===== config.mk =====
export PLATFORM = sky130hd
export DESIGN_NAME = fetch_sequencer_flat
export DESIGN_NICKNAME = d
export VERILOG_FILES = /design/src/rtl/fetch_pkg.sv /design/src/rtl/fetch_sequencer_if.sv /design/src/rtl/fetch_timeout_counter.sv /design/src/rtl/fetch_sequencer.sv /design/src/flat_wrapper.sv
export SDC_FILE = /design/constraint.sdc
export NUM_CORES = 1
export LEC_CHECK = 0
export CAP_MARGIN = 10
export CORE_MARGIN = 10
export CORE_UTILIZATION = 42
export DETAILED_ROUTE_END_ITERATION = 8
export HOLD_SLACK_MARGIN = 0.1
export PLACE_DENSITY = 0.84
export RECOVER_POWER = 50
export SLEW_MARGIN = 20
export SYNTH_ARGS = -nofsm -noshare
export SYNTH_HDL_FRONTEND = slang
export SYNTH_SLANG_ARGS = --single-unit
export TNS_END_PERCENT = 10

===== constraint.sdc =====
create_clock -name pclk -period 2.6 [get_ports pclk]
set_clock_uncertainty 0.2 [all_clocks]
set_input_delay 0.52 -clock pclk [delete_from_list [all_inputs] [get_ports pclk]]
set_output_delay 0.52 -clock pclk [all_outputs]
set_load 0.1 [all_outputs]

===== src/rtl/fetch_pkg.sv =====
// Shared types and constants for the instruction-fetch sequencer.
// FETCH_TIMEOUT_EN enables the memory wait timeout and the FAULT state.
package fetch_pkg;

  typedef enum logic [2:0] {
    S_IDLE,
    S_REQ,
    S_VALID,
    S_HALTED,
    S_FAULT
  } state_e;

  localparam int AW_DEF       = 5;
  localparam int DW_DEF       = 32;
  localparam int WAIT_MAX_DEF = 15;
  localparam int WAIT_W       = 8;

  localparam logic [DW_DEF-1:0] NOP = '0;

endpackage


===== src/rtl/fetch_sequencer_if.sv =====
// Memory read and decoder handshake bundle of the fetch sequencer.
// master: the sequencer side; slave: the memory/decoder side.
interface fetch_sequencer_if #(
  parameter int AW = 5,
  parameter int DW = 32
);

  logic          mem_req;
  logic [AW-1:0] mem_addr;
  logic          mem_ack;
  logic [DW-1:0] mem_rdata;
  logic [DW-1:0] ir;
  logic          ir_valid;
  logic          ir_ready;

  modport master (
    output mem_req, mem_addr,
    output ir, ir_valid,
    input  mem_ack, mem_rdata,
    input  ir_ready
  );

  modport slave (
    input  mem_req, mem_addr,
    input  ir, ir_valid,
    output mem_ack, mem_rdata,
    output ir_ready
  );

endinterface


===== src/rtl/fetch_timeout_counter.sv =====
// Memory wait counter: clears on clr_i, counts on en_i, saturates at term_o.
module fetch_timeout_counter #(
  parameter int W   = 8,
  parameter int MAX = 15
) (
  input  logic pclk,
  input  logic rst,
  input  logic clr_i,
  input  logic en_i,
  output logic term_o
);

  logic [W-1:0] cnt_q, cnt_d;

  // term marks the last permitted wait cycle (cycle MAX of REQ)
  assign term_o = (cnt_q == W'(MAX - 1));

  always_comb begin
    cnt_d = cnt_q;
    if (clr_i)
      cnt_d = '0;
    else if (en_i && !term_o)
      cnt_d = cnt_q + W'(1);
  end

  always_ff @(posedge pclk or negedge rst) begin
    if (!rst) cnt_q <= '0;
    else      cnt_q <= cnt_d;
  end

endmodule


===== src/rtl/fetch_sequencer.sv =====
// Fetch controller: PC run/increment, memory read, IR and decode handshake.
// FETCH_TIMEOUT_EN adds a wait timeout that parks the unit in FAULT.
module fetch_sequencer
  import fetch_pkg::*;
#(
  parameter int AW       = AW_DEF,
  parameter int DW       = DW_DEF,
  parameter int WAIT_MAX = WAIT_MAX_DEF
) (
  input  logic          pclk,
  input  logic          rst,
  input  logic          start,
  input  logic          halt,
  input  logic [AW-1:0] adpc,
  output logic          ld_pc,
  output logic          inc_pc,
  output logic          wrap,
  output logic          fault,
  fetch_sequencer_if.master bus
);

  if (WAIT_MAX < 1 || WAIT_MAX > 255) begin : g_bad_wait
    $error("WAIT_MAX out of range");
  end

  state_e        state_q, state_d;
  logic [DW-1:0] ir_q;
  logic          inc_q;
  logic          wrap_q;
  logic          to_fault;
  logic          capture;

  assign capture = (state_q == S_REQ) && bus.mem_ack;

`ifdef FETCH_TIMEOUT_EN
  logic wait_clr, wait_en;

  assign wait_clr = (state_d == S_REQ) && (state_q != S_REQ);
  assign wait_en  = (state_q == S_REQ) && !bus.mem_ack;

  fetch_timeout_counter #(
    .W  (WAIT_W),
    .MAX(WAIT_MAX)
  ) u_wait (
    .pclk  (pclk),
    .rst   (rst),
    .clr_i (wait_clr),
    .en_i  (wait_en),
    .term_o(to_fault)
  );

  assign fault = (state_q == S_FAULT);
`else
  assign to_fault = 1'b0;
  assign fault    = 1'b0;
`endif

  always_ff @(posedge pclk or negedge rst) begin
    if (!rst) state_q <= S_IDLE;
    else      state_q <= state_d;
  end

  // ack wins over the timeout on the limit cycle
  always_comb begin
    state_d = state_q;
    unique case (state_q)
      S_IDLE:   if (start) state_d = S_REQ;
      S_REQ: begin
        if (bus.mem_ack)  state_d = S_VALID;
        else if (to_fault) state_d = S_FAULT;
      end
      S_VALID: begin
        if (bus.ir_ready)
          state_d = halt ? S_HALTED : S_REQ;
      end
      S_HALTED: if (start) state_d = S_REQ;
      S_FAULT:  state_d = S_FAULT;
      default:  state_d = S_IDLE;
    endcase
  end

  always_comb begin
    ld_pc        = 1'b1;
    bus.mem_req  = 1'b0;
    bus.mem_addr = '0;
    bus.ir_valid = 1'b0;
    unique case (state_q)
      S_IDLE: ld_pc = 1'b0;
      S_REQ: begin
        bus.mem_req  = 1'b1;
        bus.mem_addr = adpc;
      end
      S_VALID: bus.ir_valid = 1'b1;
      default: ;
    endcase
  end

  always_ff @(posedge pclk or negedge rst) begin
    if (!rst) begin
      ir_q   <= DW'(NOP);
      inc_q  <= 1'b0;
      wrap_q <= 1'b0;
    end else begin
      inc_q  <= capture;
      wrap_q <= capture && (&adpc);
      if (capture) ir_q <= bus.mem_rdata;
    end
  end

  assign bus.ir = ir_q;
  assign inc_pc = inc_q;
  assign wrap   = wrap_q;

endmodule

===== src/flat_wrapper.sv =====
// flat-port wrapper written by rule: the top's interface ports become plain ports
module fetch_sequencer_flat import fetch_pkg::*;
#(
  parameter int AW       = AW_DEF,
  parameter int DW       = DW_DEF,
  parameter int WAIT_MAX = WAIT_MAX_DEF
)
  (pclk, rst, start, halt, adpc, ld_pc, inc_pc, wrap, fault, bus_mem_req, bus_mem_addr, bus_ir, bus_ir_valid, bus_mem_ack, bus_mem_rdata, bus_ir_ready);
  fetch_sequencer_if #(.AW(AW), .DW(DW)) bus_i ();
  input  logic pclk;
  input  logic rst;
  input  logic start;
  input  logic halt;
  input  logic [AW-1:0] adpc;
  output logic ld_pc;
  output logic inc_pc;
  output logic wrap;
  output logic fault;
  output wire logic [$bits(bus_i.mem_req)-1:0] bus_mem_req;
  output wire logic [$bits(bus_i.mem_addr)-1:0] bus_mem_addr;
  output wire logic [$bits(bus_i.ir)-1:0] bus_ir;
  output wire logic [$bits(bus_i.ir_valid)-1:0] bus_ir_valid;
  input wire logic [$bits(bus_i.mem_ack)-1:0] bus_mem_ack;
  input wire logic [$bits(bus_i.mem_rdata)-1:0] bus_mem_rdata;
  input wire logic [$bits(bus_i.ir_ready)-1:0] bus_ir_ready;
  assign bus_mem_req = bus_i.mem_req;
  assign bus_mem_addr = bus_i.mem_addr;
  assign bus_ir = bus_i.ir;
  assign bus_ir_valid = bus_i.ir_valid;
  assign bus_i.mem_ack = bus_mem_ack;
  assign bus_i.mem_rdata = bus_mem_rdata;
  assign bus_i.ir_ready = bus_ir_ready;
  fetch_sequencer #(.AW(AW), .DW(DW), .WAIT_MAX(WAIT_MAX)) u_core (.pclk(pclk), .rst(rst), .start(start), .halt(halt), .adpc(adpc), .ld_pc(ld_pc), .inc_pc(inc_pc), .wrap(wrap), .fault(fault), .bus(bus_i));
endmodule

==> results of run 1 <==
==> layout make-up <==
class	instances	area, um^2	share of cell area
Sequential cell	37	926	0.369
Timing Repair Buffer	86	773	0.308
Multi-Input combinational cell	55	632	0.252
Clock buffer	5	68.8	0.0274
Tap cell	48	60.1	0.0239
Clock inverter	3	46.3	0.0184
Inverter	1	3.75	0.00150
==> cells by family after synthesis <==
kind of cell / Yosys count / share of synthesized area
other cells: 1 / 0.00226
buf+inv: 7 / 0.0566
compound gates: 4 / 0.0151
simple gates: 18 / 0.0845
flops: 37 / 0.558
mux: 32 / 0.283
==> per-stage QoR <==
step                setup TNS, ns  worst slack [ns]  hold slack [ns]  utilization  cells
floorplan                  -0.180           -0.0449           0.0244            -     99
global placement                0             0.402            0.294        0.660    227
finish                          0             0.347            0.123        0.670    235
CTS                             0             0.391            0.149        0.691    235
detailed placement              0             0.364            0.297        0.660    227
global route                    0             0.299            0.188        0.670    235
==> state kept, by name, indices dropped and copies added, names as in the netlist <==
register / cells
u_core.bus.ir: 32
u_core.state_q: 3
u_core.inc_pc: 1
u_core.wrap: 1
==> layout by cell type (no fill, tap or decap), types with 2 or more instances in the layout <==
cell / instances
and2_1: 4
clkbuf_8: 5
and4_1: 2
mux2_4: 29
mux2_2: 3
a211oi_1: 2
buf_12: 7
dfrtp_1: 37
and2_2: 2
dlygate4sd3_1: 2
clkdlybuf4s50_1: 39
buf_4: 21
clkbuf_1: 16
nor2b_1: 2
==> per-layer routing <==
| layer | part of all wire | vias up | track usage | routed length (um) |
|---|---|---|---|---|
| met1 | 0.37 | 531 | 0.124 | 1560 |
| met4 | 0.0024 | 0 | 0.0323 | 10 |
| met2 | 0.54 | 44 | 0.218 | 2260 |
| met5 | 0 | - | 0 | 0 |
| li1 | - | 514 | - | - |
| met3 | 0.082 | 2 | 0.0537 | 342 |
==> final timing paths <==
kind,depth (start not counted),endpoint,slack [ns]
worst max-delay path,1,bus_ir[20],0.35
worst min-delay path,1,u_core.bus.ir[17],0.12
worst max register to register,4,u_core.bus.ir[19],0.62
worst min register to register,1,u_core.bus.ir[17],0.31
max in group asynchronous,1,u_core.bus.ir[31],1.56
min in group pclk,1,u_core.bus.ir[17],0.31
==> flow_metrics.env, run 1 <==
export IMPL_status="finished clean"
export IMPL_cts_made_buffers=5
export IMPL_place_area_um2=2470
export IMPL_cp_data_arrival_time_ns=1.53
export IMPL_ys_flop_type="dfrtp_1"
export IMPL_cts_resized_gates=0
export IMPL_grtUsageTotal=0.121
export IMPL_path_max_fanout=2
export IMPL_cp_startpoint="u_core.bus.ir[20]"
export IMPL_clock_sinks=37
export IMPL_end_kind="primary output"
export IMPL_worst_pin_slew_ns=1.20
export IMPL_place_hpwl_um=3450
export IMPL_insertion_delay_ns=0.28
export IMPL_critPathKind="register to primary output"
export IMPL_final_area_um2=2510
export IMPL_maxSlewHeadroom=0.201
export IMPL_cts_tree="yes"
export IMPL_nNetsFinal=229
export IMPL_async_flop_share=1.00
export IMPL_grt_pass1_vias=1310
export IMPL_critPathTopFamily="buffers and inverters"
export IMPL_synth_top_area_frac=0.558
export IMPL_syn_area_per_cell_um2=16.7
export IMPL_netlist_area_um2=1660
export IMPL_initial_utilization=0.443
export IMPL_synth_warning_count=0
export IMPL_synth_seq_cells=37
export IMPL_timing_critical_path_buf_inv=1
export IMPL_min_period_over_period=0.867
export IMPL_synth_most_common_cell="dfrtp_1"
export IMPL_rows=22
export IMPL_crit_slowest_cell="clkbuf_1"
export IMPL_setup_violations=0
export IMPL_synth_distinct_cells=22
export IMPL_mappedNetlistNets=142
export IMPL_vias_per_cell=4.64
export IMPL_h_tree_depth=2
export IMPL_post_cts_setup_buffer_count=0
export IMPL_place_congestion=0.753
export IMPL_period_needed_ns=2.25
export IMPL_cp_cell_sequence="clkbuf_1"
export IMPL_remaining_drc_errors=0
export IMPL_final_layout_size_suffix_gt1_frac=0.401
export IMPL_area_growth_pct=51.4
export IMPL_vias=1091
export IMPL_drt_iter0_drc=29
export IMPL_cap_violations=0
export IMPL_overflow=0
export IMPL_cts_root_buf="clkbuf_8"
export IMPL_die_h_um=82.8
export IMPL_antenna_cells=0
export IMPL_syn_inst=99
export IMPL_dieArea_um2=6860
export IMPL_ys_seq_area_frac=0.558
export IMPL_ant_nets=0
export IMPL_io_pins=86
export IMPL_hold_class="input port to asynchronous set/reset pin"
export IMPL_grt_max_degree=38
export IMPL_antenna_found_initial=0
export IMPL_wl_um=4170
export IMPL_critPathLaunchType="register"
export IMPL_fill_cells=283
export IMPL_cp_required_ns=1.88
export IMPL_clk_pin_slew_ns=0.08
export IMPL_hold_viol_final=0
export IMPL_crit_path_max_incr_delay_ns=0.89
export IMPL_reg2reg_from="u_core.state_q[1]"
export IMPL_synth_edff_count=0
export IMPL_cts_hold_buf=0
export IMPL_slew_violations=0
export IMPL_die_width_um=82.8
export IMPL_cts_max_path_buffers=2
export IMPL_synth_area_leader_cell="dfrtp_1"
export IMPL_core_region_area_um2=3740
export IMPL_fmax_ghz=0.444
export IMPL_grt_pass1_wl_um=6900
export IMPL_wl_per_cell_um=17.7
export IMPL_drt_pass1_iter_count=4
export IMPL_port_buffers=84
export IMPL_synth_common_cells="dfrtp_1, mux2_4, and2_1, buf_12, mux2_2"
export IMPL_rsz0062_at_grt="no"
export IMPL_synth_area_leaders="dfrtp_1, mux2_4, buf_12"
Power of run 1 is left out: the tool's default activity adds up to more than one toggle a clock period on the data nets, which glitch-free logic cannot reach.
==> run 2: changes to the inputs <==
--- a/config.mk
+++ b/config.mk
@@ -10,7 +10,7 @@
 export CORE_UTILIZATION = 42
 export DETAILED_ROUTE_END_ITERATION = 8
 export HOLD_SLACK_MARGIN = 0.1
-export PLACE_DENSITY = 0.84
+export PLACE_DENSITY_LB_ADDON = 0.25
 export RECOVER_POWER = 50
 export SLEW_MARGIN = 20
 export SYNTH_ARGS = -nofsm -noshare
==> run 2 against run 1 <==
Against the previous run: die area unchanged; via count rose by 3.5%; global-route usage fell by 0.18 points; critical path type unchanged; design area fell by 0.55%; wire length fell by 0.17%; first-iteration DRC count up 10%; register-to-register slack better by 0.12 ns; fmax rose by 0.63%.
==> flow_metrics.env, run 2 (synthesized netlist as in run 1, its figures left out) <==
export IMPL_status="finished clean"
export IMPL_overflow=0
export IMPL_fmax_ghz=0.447
export IMPL_rows=22
export IMPL_grt_max_degree=38
export IMPL_antenna_cells=0
export IMPL_cp_required_ns=1.88
export IMPL_die_h_um=82.8
export IMPL_h_tree_depth=2
export IMPL_post_route_util=0.667
export IMPL_place_area_um2=2480
export IMPL_vias_per_cell=4.80
export IMPL_initial_utilization=0.443
export IMPL_maxSlewHeadroom=0.206
export IMPL_critPathLaunchType="register"
export IMPL_hold_viol_final=0
export IMPL_layout_common_cells="clkdlybuf4s50_1, dfrtp_1, mux2_4"
export IMPL_cts_max_path_buffers=2
export IMPL_cp_startpoint="u_core.bus.ir[20]"
export IMPL_fill_cells=289
export IMPL_grt_pass1_vias=1274
export IMPL_area_growth_pct=50.6
export IMPL_regArea_um2=926
export IMPL_ant_nets=0
export IMPL_cts_resized_gates=0
export IMPL_cp_data_arrival_time_ns=1.52
export IMPL_worst_pin_slew_ns=1.20
export IMPL_grtUsageTotal=0.120
export IMPL_largest_reg_flops=32
export IMPL_critPathKind="register to primary output"
export IMPL_drt_iter0_drc=32
export IMPL_place_ws_ns=0.341
export IMPL_clock_sinks=37
export IMPL_min_period_over_period=0.861
export IMPL_rsz0062_at_grt="no"
export IMPL_io_pins=86
export IMPL_vias=1129
export IMPL_place_congestion=0.794
export IMPL_die_width_um=82.8
export IMPL_crit_slowest_cell="clkbuf_1"
export IMPL_final_layout_size_suffix_gt1_frac=0.401
export IMPL_crit_path_max_incr_delay_ns=0.88
export IMPL_cp_cell_sequence="clkbuf_1"
export IMPL_wl_um=4160
export IMPL_wl_per_cell_um=17.7
export IMPL_insertion_delay_ns=0.28
export IMPL_slew_violations=0
export IMPL_post_cts_setup_buffer_count=0
export IMPL_rrSetupSlack_ns=0.74
export IMPL_cts_hold_buf=0
export IMPL_path_max_fanout=2
export IMPL_end_kind="primary output"
export IMPL_drt_pass1_iter_count=4
export IMPL_reg2reg_from="u_core.state_q[1]"
export IMPL_layout_setup_ws_ns=0.361
export IMPL_antenna_found_initial=0
export IMPL_setup_violations=0
export IMPL_remaining_drc_errors=0
export IMPL_port_buffers=84
export IMPL_critPathTopFamily="buffers and inverters"
export IMPL_multi_input_area_um2=639
export IMPL_cts_root_buf="clkbuf_8"
export IMPL_timing_critical_path_buf_inv=1
export IMPL_period_needed_ns=2.24
export IMPL_final_area_um2=2500
export IMPL_grt_pass1_wl_um=6820
export IMPL_hold_class="input port to asynchronous set/reset pin"
export IMPL_mostFrequentLayoutCell="clkdlybuf4s50_1"
export IMPL_place_hpwl_um=3420
export IMPL_dieArea_um2=6860
export IMPL_clk_pin_slew_ns=0.07
export IMPL_cap_violations=0
export IMPL_cts_tree="yes"
export IMPL_cts_made_buffers=5
export IMPL_core_region_area_um2=3740
export IMPL_nNetsFinal=230
[run 2: cell count changes in the layout (fill, tap and decap cells not counted)]
cell        delta
buf_4          +1
bufinv_16      -1
clkbuf_1       +1
clkbuf_8       +1
clkinv_4       -1
clkinvlp_4     -1
nor2b_1        -1
nor2b_4        +1
[run 2: area by class of cell]
cell class / instances / share of cell area
tap: 48 / 0.0241
inverter: 1 / 0.00150
clock buffer: 7 / 0.0346
timing repair buffer: 87 / 0.313
sequential: 37 / 0.371
multi-input combinational: 55 / 0.256
[run 2: layer usage]
layer  wire length [um]  part of all wire  track usage
met5                  0                 0            0
met4                 29            0.0070       0.0277
met3                325             0.078       0.0498
met2               2000              0.48        0.195
met1               1800              0.43        0.142
[run 2: per-stage QoR]
stage	hold slack, ns	cells	TNS [ns]
6_report	0.120	235	0
5_1_grt	0.196	235	0
4_1_cts	0.152	235	0
3_5_place_dp	0.297	228	0
3_3_place_gp	0.285	228	0
2_1_floorplan	0.0244	99	-0.180
[run 2: worst paths after layout]
kind / end / cells past startpoint
worst max-delay path: bus_ir[20] / 1
worst min-delay path: u_core.bus.ir[2] / 1
worst max register to register: u_core.bus.ir[22] / 4
worst min register to register: u_core.bus.ir[3] / 1
max in group asynchronous: u_core.bus.ir[15] / 1
min in group pclk: u_core.bus.ir[3] / 1
Power of run 2 is left out for the same reason.
